`src/rtl/lcd_result_writer.sv`:
```
// lcd_result_writer: drives an HD44780 in 8-bit mode with a reaction-time result
// accepted over a four-phase LCDUpdate/LCDAck handshake.
module lcd_result_writer #(
    parameter int INIT_WAIT = 20,
    parameter int CMD_WAIT  = 1,
    parameter int CLR_WAIT  = 2
) (
    input  logic       i_clk,
    input  logic       i_rst,
    input  logic       i_lcd_update,
    input  logic [9:0] i_reaction_time,
    input  logic       i_cheat,
    input  logic       i_slow,
    output logic       o_lcd_ack,
    output logic       o_lcd_rs,
    output logic       o_lcd_rw,
    output logic       o_lcd_e,
    output logic [7:0] o_lcd_db,
    output logic       o_busy
);
    typedef enum logic [3:0] {INIT_DLY, INIT_CMD, IDLE, ACK, CONVERT, CLEAR, WRITE, STROBE, HOLD} state_t;
    localparam logic [31:0] INIT_SEQ = 32'h380C_0601;
    state_t      r_state;
    logic [15:0] r_cnt;
    logic [3:0]  r_idx;
    logic        r_init;
    logic [9:0]  r_rt;
    logic        r_cheat;
    logic        r_slow;
    logic [15:0] r_bcd;
    logic        r_ack;
    logic        r_rs;
    logic        r_e;
    logic [7:0]  r_db;
    logic [14:0] w_adj;
    logic [15:0] w_wait;
    logic        w_hold_done;
    logic [3:0]  w_len;
    logic [7:0]  w_d3;
    logic [7:0]  w_d2;
    logic [7:0]  w_d1;
    logic [7:0]  w_d0;
    logic [95:0] w_msg;
    logic [7:0]  w_char;
    logic [1:0]  w_nxt;
    logic [7:0]  w_init_next;
    // A 10-bit value never pushes the thousands digit past 1, so it needs no +3 adjust.
    for (genvar g = 0; g < 3; g++) begin : g_adj
        assign w_adj[g*4 +: 4] = (r_bcd[g*4 +: 4] >= 4'd5) ? r_bcd[g*4 +: 4] + 4'd3 : r_bcd[g*4 +: 4];
    end
    assign w_adj[14:12] = r_bcd[14:12];
    assign w_d3 = (r_bcd[15:12] == 4'd0) ? 8'h20 : {4'h3, r_bcd[15:12]};
    assign w_d2 = (r_bcd[15:8] == 8'd0) ? 8'h20 : {4'h3, r_bcd[11:8]};
    assign w_d1 = (r_bcd[15:4] == 12'd0) ? 8'h20 : {4'h3, r_bcd[7:4]};
    assign w_d0 = {4'h3, r_bcd[3:0]};
    assign w_len = r_cheat ? 4'd6 : r_slow ? 4'd8 : 4'd12;
    assign w_msg = r_cheat ? {"CHEAT!", 48'h0} : r_slow ? {"TOO SLOW", 32'h0} : {"TIME ", w_d3, w_d2, w_d1, w_d0, " MS"};
    assign w_char = w_msg[7'd95 - {r_idx, 3'b000} -: 8];
    assign w_nxt = r_idx[1:0] + 2'd1;
    assign w_init_next = INIT_SEQ[5'd31 - {w_nxt, 3'b000} -: 8];
    assign w_wait = (!r_rs && r_db == 8'h01) ? 16'(CLR_WAIT) : 16'(CMD_WAIT);
    assign w_hold_done = r_cnt + 16'd1 >= w_wait;
    always_ff @(posedge i_clk) begin
        if (i_rst) begin
            r_state <= INIT_DLY;
            r_cnt   <= '0;
            r_idx   <= '0;
            r_init  <= 1'b1;
            r_rt    <= '0;
            r_cheat <= 1'b0;
            r_slow  <= 1'b0;
            r_bcd   <= '0;
            r_ack   <= 1'b0;
            r_rs    <= 1'b0;
            r_e     <= 1'b0;
            r_db    <= '0;
        end else begin
            case (r_state)
                INIT_DLY: begin
                    r_cnt <= r_cnt + 16'd1;
                    if (r_cnt == 16'(INIT_WAIT - 1)) begin
                        r_state <= INIT_CMD;
                        r_db    <= INIT_SEQ[31:24];
                        r_rs    <= 1'b0;
                        r_idx   <= '0;
                        r_init  <= 1'b1;
                    end
                end
                INIT_CMD, CLEAR, WRITE: begin
                    r_e     <= 1'b1;
                    r_state <= STROBE;
                end
                STROBE: begin
                    r_e     <= 1'b0;
                    r_cnt   <= '0;
                    r_state <= HOLD;
                end
                // HOLD decides the next byte; r_idx counts bytes already issued.
                HOLD: begin
                    r_cnt <= r_cnt + 16'd1;
                    if (w_hold_done) begin
                        if (r_init ? r_idx == 4'd3 : r_idx == w_len) begin
                            r_state <= IDLE;
                            r_init  <= 1'b0;
                        end else if (r_init) begin
                            r_idx   <= r_idx + 4'd1;
                            r_db    <= w_init_next;
                            r_state <= INIT_CMD;
                        end else begin
                            r_idx   <= r_idx + 4'd1;
                            r_db    <= w_char;
                            r_rs    <= 1'b1;
                            r_state <= WRITE;
                        end
                    end
                end
                IDLE: if (i_lcd_update) begin
                    r_rt    <= i_reaction_time;
                    r_cheat <= i_cheat;
                    r_slow  <= i_slow;
                    r_ack   <= 1'b1;
                    r_state <= ACK;
                end
                ACK: if (!i_lcd_update) begin
                    r_ack   <= 1'b0;
                    r_bcd   <= '0;
                    r_cnt   <= '0;
                    r_state <= CONVERT;
                end
                CONVERT: begin
                    r_bcd <= {w_adj, r_rt[9]};
                    r_rt  <= {r_rt[8:0], 1'b0};
                    r_cnt <= r_cnt + 16'd1;
                    if (r_cnt == 16'd9) begin
                        r_state <= CLEAR;
                        r_db    <= 8'h01;
                        r_rs    <= 1'b0;
                        r_idx   <= '0;
                    end
                end
                default: r_state <= INIT_DLY;
            endcase
        end
    end
    assign o_lcd_ack = r_ack;
    assign o_lcd_rs  = r_rs;
    assign o_lcd_rw  = 1'b0;
    assign o_lcd_e   = r_e;
    assign o_lcd_db  = r_db;
    assign o_busy    = r_state != IDLE;
endmodule
```
`config.mk`:
```
export PLATFORM = sky130hd
export DESIGN_NAME = lcd_result_writer
export DESIGN_NICKNAME = d
export VERILOG_FILES = /design/src/rtl/lcd_result_writer.sv
export SDC_FILE = /design/constraint.sdc
export NUM_CORES = 1
export LEC_CHECK = 0
export CAP_MARGIN = 20
export CORE_MARGIN = 5
export CORE_UTILIZATION = 32
export DETAILED_ROUTE_END_ITERATION = 8
export PLACE_DENSITY = 0.55
export SYNTH_ARGS = -nofsm -noshare
export SYNTH_HDL_FRONTEND = slang
export SYNTH_SLANG_ARGS = --single-unit
export TNS_END_PERCENT = 10
```
`constraint.sdc`:
```
create_clock -name i_clk -period 2.5 [get_ports i_clk]
set_input_delay 0.375 -clock i_clk [delete_from_list [all_inputs] [get_ports i_clk]]
set_output_delay 0.375 -clock i_clk [all_outputs]
set_load 0.005 [all_outputs]
```
Word level (Yosys, flattened, before mapping) --
Cells that the tools add are included.
Storage, ports and cells: bits of input ports 15, output and inout bits 13, flip-flop bits (word level) 64, word-level logic and storage cells 122
Cells by class: reduce and logical (&&, ||, !) cells 24, $add $sub $neg 8, shift-type cells 2, order comparisons 4, equal/unequal tests 22, mux-type cells 50
Operators with widths (count):
- 103-bit by 8-bit indexed part select with 8-bit output | 1
- 93-bit two-way mux | 1
- 83-bit two-way mux | 1
- 4-bit two-way mux | 13
- 16-bit case mux with 3 select lines | 1
- 8-bit two-way mux | 5
- 39-bit by 6-bit indexed part select with 8-bit output, first input constant | 1
- 16-bit case mux with 2 select lines | 1
- 4-bit case mux with 7 select lines | 1
- 8-bit case mux with 3 select lines | 1
- 10-bit case mux with 2 select lines | 1
- 16-bit by 1-bit adder with 16-bit output, second input constant | 1
- 16-bit by 4-bit == test with 1-bit output, second input constant | 1
- 16-bit by 5-bit == test with 1-bit output, second input constant | 1
- 4-bit by 3-bit == test with 1-bit output, second input constant | 4
- 16-bit by 2-bit >= comparator with 1-bit output | 1
- 16-bit two-way mux | 1
- 2-bit != test, second input constant | 8
- 5-bit two-way mux | 3
- 4-bit by 2-bit adder with 4-bit output, second input constant | 3
- 4-bit by 2-bit == test with 1-bit output, second input constant | 3
- 4-bit by 3-bit >= comparator with 1-bit output, second input constant | 3
- 12-bit zero test | 1
- 4-bit case mux with 3 select lines | 1
- other kinds (27) | 52

Longest topological paths before layout --
Gate-level depths: netlist of run 1.
depth in word-level cells 9, gate-level depth with buffers 10, gate-level depth less buffers 9

Least setup slack after synthesis of run 1 --
OpenSTA, ideal clock, no wires.
kind reg2reg, start point reg r_rs, in the netlist o_lcd_rs, end point reg r_idx[1], arrival time 2.247 ns, buffers on the path 1, period minus slack after synthesis 2.332 ns, required time 2.415 ns, path slack 0.168 ns, setup time 0.085 ns, stages on the path, launching flop included 11, cell sequence dfxtp_1 -> nor4b_1 -> nand2_1 -> ha_1 -> nand2b_1 -> a2111oi_2 -> and3_1 -> and4_4 -> buf_6 -> nor2_4 -> o31ai_2
Between the ends: longest elaborated chain between the ends 6
RTL lines:
- from (decl) | RTL line 32 | logic r_rs;
- from (signal assigned) | RTL line 74 | r_rs <= 1'b0;
- from (signal assigned) | RTL line 84 | r_rs <= 1'b0;
- from (signal assigned) | RTL line 112 | r_rs <= 1'b1;
- 1-bit zero test | RTL line 61 | assign w_wait = (!r_rs && r_db == 8'h01) ? 16'(CLR_WAIT) : 16'(CMD_WAIT);
- 1-bit logical AND | RTL line 61
- 2-bit two-way mux | RTL line 61
- 16-bit by 2-bit >= comparator with 1-bit output | RTL line 62 | assign w_hold_done = r_cnt + 16'd1 >= w_wait;
- 2-bit != test (no line)
- 5-bit AND reduction (no line)
- to (signal assigned) | RTL line 106 | r_idx <= r_idx + 4'd1;
- to (signal assigned) | RTL line 110 | r_idx <= r_idx + 4'd1;
- to (decl) | RTL line 25 | logic [3:0] r_idx;
Every way passes these cells. A chain may end at the register's enable or synchronous reset.

Worst setup path in the final report of run 1 --
start point reg r_db[6], in the netlist o_lcd_db[6], end point reg r_idx[1]
Between the ends: longest elaborated chain between the ends 6
RTL lines:
- from (decl) | RTL line 34 | logic [7:0] r_db;
- from (signal assigned) | RTL line 83 | r_db <= INIT_SEQ[31:24];
- from (signal assigned) | RTL line 107 | r_db <= w_init_next;
- from (signal assigned) | RTL line 111 | r_db <= w_char;
- 8-bit by 1-bit == test with 1-bit output | RTL line 61
- 1-bit logical AND | RTL line 61
- 2-bit two-way mux | RTL line 61
- 16-bit by 2-bit >= comparator with 1-bit output | RTL line 62
- 2-bit != test (no line)
- 5-bit AND reduction (no line)
Every way passes these cells.

==> metrics.md, run 1 <==
| Metric | Value |
|---|---|
| Status | completed |
| DRT Pass-1 Iters | 5 |
| Synth Warn # | 0 |
| # setup viols final | 0 |
| Vias/cell | 5.597 |
| Antenna Nets Post-Route | 0 |
| Starting DRT DRC Count | 386 |
| Post-Route Skew | roughly 0.0078 ns |
| Vias post-DR | between 4,000 and 5,000 |
| Pin count of the biggest net entering global routing | 27 |
| Post-layout util | 39.95% |
| Clk slew on worst S/H paths | 0.05 ns |
| Num CTS Buffers | 9 |
| Mapped cell area | 0.004398 mm² |
| Most frequent cells in the layout | nor2_1 (69), dfxtp_1 (61), a21oi_1 (44), buf_4 (37), nand2_1 (34) |
| Core area | around 0.013 mm² |
| Placer congestion estimate | ~0.9 |
| Starting Density | between 30% and 40% |
| Post-place setup slack | -0.09769 ns |
| Peak VDD IR | 0.0004374 V |
| Vias in the first global route | roughly 4,100 |
| RSZ-0062 raised after global routing | yes |
| Slack of the critical path | ~0.018 ns |
| Fin. max-slew vios | 0 |
| Maximum Capacitance Violations | 0 |
| Worst EP required | 2.75 ns |
| Synth Area in Compound Gates | about a quarter |
| Biggest area consumer among synthesized cells | dfxtp_1 |
| Cell Rows | 42 |
| Crit share post-route | between 90% and 100% |
| Horiz. Die Dim | 127.2 µm |
| Die height | ~130 µm |
| Initial antenna violation count | 0 |
| Hold Path Class | in2reg |
| Post-layout min period | ~2.5 ns |
| Routed WL per cell | approximately 17 µm |
| Critical Path End Type | register |
| First-pass GRT wire length | slightly above 20,000 µm |
| Highest net fanout along the worst path | 5 |
| Setup TNS | 0 ns |
| Grt ovf | 0 |
| Static Leak | ~2 nW |
| # diodes | 0 |
| FMAX | 0.4030 GHz |
| Hold buffers post-CTS | 0 |
| Most common cell after layout, fill and taps aside | nor2_1 |
| Clock tree buffer depth | 2 |
| Total power | between 4 and 5 mW |
| Total wire length | about 13,000 µm |
| TritonCTS clock tree | built |
| Net count, final | 619 |
| Share of layout cells above drive strength 1 | 18.14% |
| Main flop type after synthesis | dfxtp_1 |
| IO Pins | 28 |
| PortBufs | 25 |
| Synth async-reset ratio | 0% |
| H-Tree Depth | 3 |
| Worst Path Arrival | 2.73 ns |
| Slew of the pin with the lowest slew margin | about 0.82 ns |
| DRC viols | 0 |
| Post-synthesis xor/xnor area fraction | 3.385% |
| Type of origin of the critical path | register |
| Root Driver | clkbuf_16 |
| DPL Wire Length | roughly 9200 µm |
| Register area share after synthesis | roughly 29% |
| Largest family of logic cells by synthesized area | compound AO/OA/AOI/OAI gates |
| Number of synthesized flops with an enable pin | 0 |
| Mux cell area share after synthesis | 4.011% |
| Simple-gate portion of the synthesized area | a little over a quarter |
| Synth Instances | 561 |
| Full die area | 0.01619 mm² |
| Area contributors post-synth | dfxtp_1 (29%), nor2_1 (5.9%), a21oi_1 (5.3%), ha_1 (4.6%), mux2i_1 (3.4%) |
| Share of the synthesized area in the top cell type | 28.68% |
| Mean Syn Cell Area | between 7 and 8 µm² |
| Hold Fails Final Rpt | 0 |
| Worst-Skew Late Latency | about 0.33 ns |
| Power per cell area | between 700 and 800 mW/mm² |
| Library cells used by synthesis | slightly above 80 |
| Critical path type | reg2reg |
| Synth Area in Adders | ~4.6% |
| P&R area growth vs syn | 21.25% |
| Clock sinks | 63 |
| Synthesized flop and latch total | 63 |
| Relative slew slack | between 40 and 50% |
| Gr usage total | between 15 and 20% |
-- sequential cells by signal (all words and copies together), names as in the netlist --
| name | flops |
|---|---|
| o_lcd_ack | 1 |
| o_lcd_db | 7 |
| o_lcd_e | 1 |
| o_lcd_rs | 1 |
| r_bcd | 16 |
| r_cheat | 1 |
| r_cnt | 16 |
| r_idx | 4 |
| r_init | 1 |
| r_rt | 10 |
| r_slow | 1 |
| r_state | 4 |
-- synth_stat cells, types with 3 or more instances --
library cell  instances
nor3b_1               4
dfxtp_1              63
buf_2                17
a22oi_1              12
a311oi_1              7
o21a_1                3
a41oi_1               3
mux2i_1              15
nor2_1               69
nor4_1                4
nand3_1              15
or2_2                 5
inv_1                18
o211ai_1              3
o21ai_1               6
buf_4                 5
a21oi_1              47
xnor2_1              11
ha_1                 16
nand2b_1              8
a31oi_1              14
nor3_1               21
and3_1                5
nand2_1              35
and2_1                5
nand4_2               3
nor2b_1               4
nor3_2                3
a211oi_1             10
clkbuf_1             24
o31ai_1               4
o21ai_0              30
nand4_1               4
xor2_1                6
-- worst max-delay path, stage by stage (launching register included) --
cell and delay, ns:
dfxtp_4 0.35, nor4_4 0.29, nand2_2 0.12, buf_6 0.14
ha_4 0.21, a2111oi_4 0.38, and3_4 0.25, and4_4 0.25
buf_12 0.12, nor2_4 0.05, o31ai_2 0.24
-- what timing repair did --
item,4_1_cts,5_1_grt
resized for setup,5,16
endpoints found under the setup margin,15,14
setup buffers,1,1
pin swaps,3,9
-- routing by layer --
| layer | share of wire (%) | track usage, % | vias up |
|---|---|---|---|
| met5 | 0 | 0 | - |
| met4 | 2.6 | 6.246 | 0 |
| met3 | 4.3 | 3.047 | 24 |
| met2 | 49 | 25.72 | 118 |
| met1 | 44 | 19.82 | 2053 |
| li1 | - | - | 2092 |
-- where the power goes --
| group | internal (mW) | switching [mW] | leakage (nW) | total [mW] |
|---|---|---|---|---|
| registers | 1.14 | 0.178 | 0.512 | 1.32 |
| logic | 0.650 | 0.867 | 1.35 | 1.52 |
| clock network | 0.733 | 0.437 | 0.136 | 1.17 |
-- path summary, 6_finish.rpt --
kind / from / to / slack, ns / cells past startpoint
setup reg to reg: o_lcd_db[6]$_SDFFE_PP0P_ / r_idx[1]$_SDFFE_PP0P_ / 0.02 / 10
hold / removal: i_rst / r_cnt[5]$_SDFFE_PP0P_ / 0.46 / 2
hold reg to reg: o_lcd_db[0]$_SDFFE_PP0P_ / o_lcd_db[0]$_SDFFE_PP0P_ / 0.48 / 2
setup / recovery: o_lcd_db[6]$_SDFFE_PP0P_ / r_idx[1]$_SDFFE_PP0P_ / 0.02 / 10
-- cell families after synthesis --
kind of cell	after synthesis
buf+inv	68
simple gates	208
fa+ha+maj	16
xor+xnor	17
flops	63
other cells	1
mux	17
compound gates	171
-- cell type report --
type / count / area [µm²]
fill: 1383 / 8015
multi-input combinational: 431 / 2949
sequential: 63 / 1266
timing repair buffer: 64 / 554.3
clock buffer: 12 / 266.5
tap: 176 / 220.2
inverter: 19 / 71.32
clock inverter: 1 / 5.005
-- through the flow --
| step | instance area (µm²) | instances | hold WS, ns |
|---|---|---|---|
| after floorplan | 4402 | 562 | 0.4529 |
| after global placement | 4918 | 751 | 0.4656 |
| after detailed placement | 4918 | 751 | 0.4643 |
| after CTS | 5234 | 765 | 0.4563 |
| after global routing | 5333 | 766 | 0.4785 |
| final | 5333 | 766 | 0.4643 |
Power figures use the tool's default switching activity.
==> run 2: changes to the inputs <==
--- a/config.mk
+++ b/config.mk
@@ -8,6 +8,7 @@
 export CAP_MARGIN = 20
 export CORE_MARGIN = 5
 export CORE_UTILIZATION = 32
+export CTS_BUF_LIST = sky130_fd_sc_hd__clkbuf_8
 export DETAILED_ROUTE_END_ITERATION = 8
 export PLACE_DENSITY = 0.55
 export SYNTH_ARGS = -nofsm -noshare
==> metrics.md, run 2 (synthesis results as in run 1) <==
| Metric | Value |
|---|---|
| Status | finished with violations |
| Failing checks | negative setup slack |
| # setup viols final | 1 |
| Worst reg2reg endpoint | r_idx[1]$_SDFFE_PP0P_ |
| Crit share post-route | 101.0% |
| Initial antenna violation count | 0 |
| Worst hold stages | 2 |
| Starting DRT DRC Count | 433 |
| Routed WL per cell | between 15 and 20 µm |
| Total power | 3.618 mW |
| Hold Path Class | in2reg |
| Hold Path End | r_cnt[11]$_SDFFE_PP0P_ |
| H-Tree Depth | 3 |
| Horiz. Die Dim | 127.2 µm |
| Most common cell after layout, fill and taps aside | nor2_1 |
| P&R area growth vs syn | 17.89% |
| Hold Fails Final Rpt | 0 |
| Pin count of the biggest net entering global routing | 27 |
| Total wire length | ~13,000 µm |
| PortBufs | 25 |
| Net count, final | between 600 and 700 |
| Gr usage total | between 10% and 20% |
| Placed cells | between 700 and 800 |
| TritonCTS clock tree | built |
| Root Driver | clkbuf_8 |
| Critical Path End Type | register |
| Cells on worst reg2reg path | 10 |
| Core area | ~0.013 mm² |
| FF-to-FF Start | o_lcd_db[6]$_SDFFE_PP0P_ |
| Antenna Nets Post-Route | 0 |
| DRT Pass-1 Iters | 5 |
| Relative slew slack | a little under half |
| Highest net fanout along the worst path | 6 |
| Placer congestion estimate | 0.8963 |
| Hold_sp | i_rst |
| Worst-Skew Late Latency | approximately 0.35 ns |
| Power per cell area | approximately 700 mW/mm² |
| Maximum Capacitance Violations | 0 |
| RSZ-0062 raised after global routing | yes |
| Clk slew on worst S/H paths | approximately 0.07 ns |
| Post-layout util | 38.85% |
| Vias in the first global route | 4,073 |
| Non-Filler Instances | 765 |
| Post-Route Skew | around 0.014 ns |
| Post-layout min period | between 2 and 3 ns |
| Slew of the pin with the lowest slew margin | 0.8008 ns |
| First-pass GRT wire length | ~21,000 µm |
| FMAX | about 0.4 GHz |
| Fin. max-slew vios | 0 |
| DRC viols | 0 |
| Largest registers | r_bcd (16), r_cnt (16), r_rt (10) |
| Clock tree buffer depth | 2 |
| Fillers | between 1,000 and 1,500 |
| Critical path type | reg2reg |
| Worst path cell trace | nor4_4, nand2_1, ha_1, nand2b_4, a2111oi_4, and3_4, and4_4, buf_12, nor2_4, o31ai_2 |
| Worst Path Buf+Inv | 1 |
| Worst Path Arrival | around 2.8 ns |
| Num CTS Buffers | 9 |
| Peak VDD IR | approximately 0.0004 V |
| Hold buffers post-CTS | 0 |
| Cell Rows | 42 |
| Slack of the critical path | -0.02554 ns |
| CP peak stage delay | 0.36 ns |
| Full die area | roughly 0.016 mm² |
| R2r setup slk | -0.03 ns |
| DPL Wire Length | 9200 µm |
| Static Leak | between 1.5 and 2 nW |
| Die height | around 130 µm |
| Crit-path leading delay family | simple AND/OR/NAND/NOR gates |
| Worst EP required | roughly 2.8 ns |
| # diodes | 0 |
| Grt ovf | 0 |
| Vias/cell | between 5 and 6 |
| Vias post-DR | 4,251 |
| Type of origin of the critical path | register |
| Slowest stage cell, crit path | a2111oi_4 |
| Clock sinks | 63 |
| IO Pins | 28 |
| Share of layout cells above drive strength 1 | 17.15% |
| Most frequent cells in the layout | nor2_1 (69), dfxtp_1 (62), a21oi_1 (44), buf_4 (37), nand2_1 (35) |
| Starting Density | 32.95% |
-- run 2: cell types whose count changed in the layout (fill, tap and decap cells not counted), moves of 2 or more --
cell	before	now
ha_4	2	0
ha_1	14	16
clkbuf_16	9	0
clkbuf_8	3	12
-- run 2: cell type report --
| type | instances | area, µm² | area share (%) |
|---|---|---|---|
| clock buffers | 12 | 165.2 | 3.185 |
| clock inverters | 1 | 5.005 | 0.09653 |
| inverters | 19 | 71.32 | 1.375 |
| multi-input cells | 431 | 2918 | 56.27 |
| flip-flops and latches | 63 | 1262 | 24.35 |
| well taps | 176 | 220.2 | 4.247 |
| repair buffers | 63 | 543.0 | 10.47 |
-- run 2: what timing repair did --
action,CTS,global route
setup endpoints to repair,15,16
buffers inserted,1,0
gates resized for setup,3,11
pin swaps,6,7
-- run 2: how the worst max path moves through the flow --
| stage | start | to | slack (ns) | cells past startpoint |
|---|---|---|---|---|
| after floorplan | o_lcd_rs$_SDFFE_PP0P_ | r_idx[1]$_SDFFE_PP0P_ | 0.17 | 10 |
| after global placement | o_lcd_db[3]$_SDFFE_PP0P_ | o_lcd_rs$_SDFFE_PP0P_ | -0.05 | 9 |
| after detailed placement | o_lcd_db[3]$_SDFFE_PP0P_ | o_lcd_db[4]$_SDFFE_PP0P_ | -0.1 | 9 |
| after CTS | o_lcd_db[5]$_SDFFE_PP0P_ | r_idx[1]$_SDFFE_PP0P_ | -0.01 | 10 |
| after global routing | o_lcd_db[6]$_SDFFE_PP0P_ | r_idx[1]$_SDFFE_PP0P_ | -0.15 | 10 |
| final | o_lcd_db[6]$_SDFFE_PP0P_ | r_idx[1]$_SDFFE_PP0P_ | -0.03 | 10 |
-- run 2: stage by stage --
step / instance area [µm²] / worst slack [ns] / TNS, ns / hold slack, ns
floorplan: 4402 / 0.1682 / 0 / 0.4529
global placement: 4918 / -0.05411 / -0.2068 / 0.4656
detailed placement: 4918 / -0.09769 / -0.6582 / 0.4643
CTS: 5115 / -0.01394 / -0.01743 / 0.4249
global route: 5185 / -0.1510 / -0.9362 / 0.4457
finish: 5185 / -0.02554 / -0.02554 / 0.4415
-- run 2: routing by layer --
| layer | vias to the layer above | routed length, µm | track usage, % |
|---|---|---|---|
| li1 | 2084 | - | - |
| met1 | 2025 | 5701 | 20.07 |
| met2 | 121 | 6164 | 25.81 |
| met3 | 21 | 534 | 3.088 |
| met4 | 0 | 299 | 5.678 |
| met5 | - | 0 | 0 |
-- run 2: where the power goes --
group	leakage (nW)	switching [mW]	internal [mW]	total [mW]
sequential	0.511	0.177	1.14	1.31
combinational	1.34	0.862	0.614	1.48
clock	0.0902	0.403	0.423	0.827
total	1.94	1.44	2.18	3.62
-- run 2: worst register-to-register path, delay by kind of cell, from the launching register on --
| kind | cells | cell delay, ns |
|---|---|---|
| adders and majority gates | 1 | 0.28 |
| buffers and inverters | 1 | 0.12 |
| DFF | 1 | 0.35 |
| AOI/OAI and AO/OA | 2 | 0.60 |
| and+or+nand+nor | 6 | 1.10 |
==> variant (flow settings as in run 2) <==
Encoding of `state_t`: now one-hot (9 bits for 9 states).
--- a/src/rtl/lcd_result_writer.sv
+++ b/src/rtl/lcd_result_writer.sv
@@ -18,7 +18,7 @@
     output logic [7:0] o_lcd_db,
     output logic       o_busy
 );
-    typedef enum logic [3:0] {INIT_DLY, INIT_CMD, IDLE, ACK, CONVERT, CLEAR, WRITE, STROBE, HOLD} state_t;
+    typedef enum logic [8:0] {INIT_DLY = 9'b000000001, INIT_CMD = 9'b000000010, IDLE = 9'b000000100, ACK = 9'b000001000, CONVERT = 9'b000010000, CLEAR = 9'b000100000, WRITE = 9'b001000000, STROBE = 9'b010000000, HOLD = 9'b100000000} state_t;
     localparam logic [31:0] INIT_SEQ = 32'h380C_0601;
     state_t      r_state;
     logic [15:0] r_cnt;
Formal check against the unedited RTL: no difference found for any inputs over 10 cycles, from zero or initial values and one cycle with i_rst high; not proved beyond that.
==> variant against run 2 <==
Synthesized cell count up 3.0%. Sequential cell count up 5. Wire length up 2.1%. Sequential share of layout area down 0.60 points. Cell area up 11%. Area after synthesis up 2.9%. Setup slack better by 0.071 ns. Critical path depth down 4. Count of clock-buffer cells in the layout down 3. Critical path type unchanged. Largest cell class unchanged.
Power is not compared: it rests on default switching activity, and its combinational part moved more than twofold at a synthesized area within 25%.
==> variant: results (changes against run 2) <==
Synth:
- The count of cell types in the netlist was 70 (-15%).
- The share of flip-flops with an asynchronous set or reset is 0% (unchanged).
- Yosys attributes the largest share of cell area to dfxtp_1 (30%), nor2_1 (5.1%), a21oi_1 (5.1%).
- The sequential element share of the synthesized area is 30.07% (+1.4 points).
- The instance count of the mapped netlist is 578 (+3.0%).
- Ranked by instance count, the synthesized netlist is headed by dfxtp_1 (68), nor2_1 (62), a21oi_1 (46), o21ai_0 (35), clkbuf_1 (34).
- The top flip-flop cell by instance count after synthesis is dfxtp_1.

Clock tree:
- The clock latency on the worst-skew pair is 0.37 ns (+0.02 ns).
- The number of buffers inserted during clock tree synthesis is 9 (unchanged).
- The cell chosen for the clock root is clkbuf_8.

Power:
- The power after layout is 2.524 mW.
- The worst ir drop on vdd is 0.3142 mV.
- The internal portion of the total power is 1.857 mW.

Cells and area:
- The share of post-route cells with drive strength above 1 was 21.71% (+4.6 points).
- The net count reported at finish is 680 (+10%).
- In the final layout, the registers with the most flip-flops are r_bcd (16), r_cnt (16), r_rt (10).

Placed design:
- The placed wire-length estimate after detailed placement came to 9726 um (+5.7%).
- The placed standard-cell area was 5416 sq um (+10%).
- The number of cells in the design after placement was 816 (+8.7%).
- The number of port buffers is 25 (unchanged).
- The global placer's final weighted congestion is 0.8506 (-5.1%).
- The worst slack after detailed placement is -0.07655 ns (+0.02114 ns).

GRT:
- The total track usage is 16.11% (+0.55 points).
- The number of global-route vias before repair is 4531 (+11%).
- The largest net degree at the start of global routing was 33 (+22%).
- The number of antenna violations at the first check in global routing came to 0 (unchanged).
- The first-pass GRT wire length is 21990 um (+6.8%).

Detailed routing:
- The total routed wirelength was 12970 um (+2.1%).
- The number of DRC violations after detailed-routing iteration 0 was 269 (-38%).
- The total vias in the final route came to 4551 (+7.1%).
- The via count normalized by instance count is 5.457 (-1.8%).

Critical path:
- The cell count of the worst reg-to-reg path was 6 (-4).
- The worst endpoint data arrival time came to 2.73 ns (-0.07 ns).
- The peak fanout along the critical path is 5 (-1).
- In this run the critical register-to-register path is launched from r_cnt[2].
- In this run the critical register-to-register path is captured at r_idx[2].
- The delay of the slowest cell on the worst path is 0.57 ns (+0.21 ns).
- The slowest stage cell on the critical path is or4_4.

Timing:
- The remaining max-slew budget at the tightest pin is 61.29% (+15 points).
- The setup clock skew after layout is 0.01311 ns (-0.0007924 ns).
- The clock period minus final worst setup slack is 2.454 ns (-0.07132 ns).

Outcome:
- The flow ran to the end, and the final reports show no timing, DRC or antenna violations.
[variant: logic make-up after synthesis]
logic type,share of synthesized area [%]
compound gates,27.36
xor+xnor,1.741
fa+ha+maj,4.422
buf+inv,6.163
flops,30.07
mux,4.478
other cells,0.08284
simple gates,25.68
[variant: how the worst min path moves through the flow]
stage | endpoint | from | cells past startpoint | slack [ns]
detailed placement | r_bcd[15] | r_bcd[15] | 2 | 0.47
CTS | r_cnt[1] | i_rst | 2 | 0.43
finish | r_cnt[1] | i_rst | 2 | 0.44
floorplan | o_lcd_e | o_lcd_e | 2 | 0.45
global route | r_cnt[14] | i_rst | 2 | 0.46
global placement | o_lcd_e | o_lcd_e | 2 | 0.46
[variant: cell type report]
type	instances	area, sq um
Clock buffer	9	123.9
Clock inverter	7	98.84
Fill cell	1426	8123
Inverter	21	78.83
Multi-Input combinational cell	442	2999
Sequential cell	68	1368
Tap cell	180	225.2
Timing Repair Buffer	107	864.6
[variant: critical path: cells and delay by family (launching register included)]
kind,cells,cell delay [ns]
AO/OA/AOI/OAI,2,0.52
AND/OR/NAND/NOR,4,1.50
flip-flops,1,0.36
[variant: routing by layer]
metal  track usage [%]  vias to the layer above  wire length (um)
met5                 0                        -                 0
met4             5.312                        0               221
met3             3.736                       22               442
met2             26.16                       83              6108
met1             21.11                     2156              6192
li1                  -                     2290                 -
[variant: repair_timing]
action                                  4_1_cts  5_1_grt
gates resized for setup                       3       21
endpoints found under the setup margin       12       17
hold buffers                                  0        0
pin swaps                                     4        8
setup buffers                                 0        2
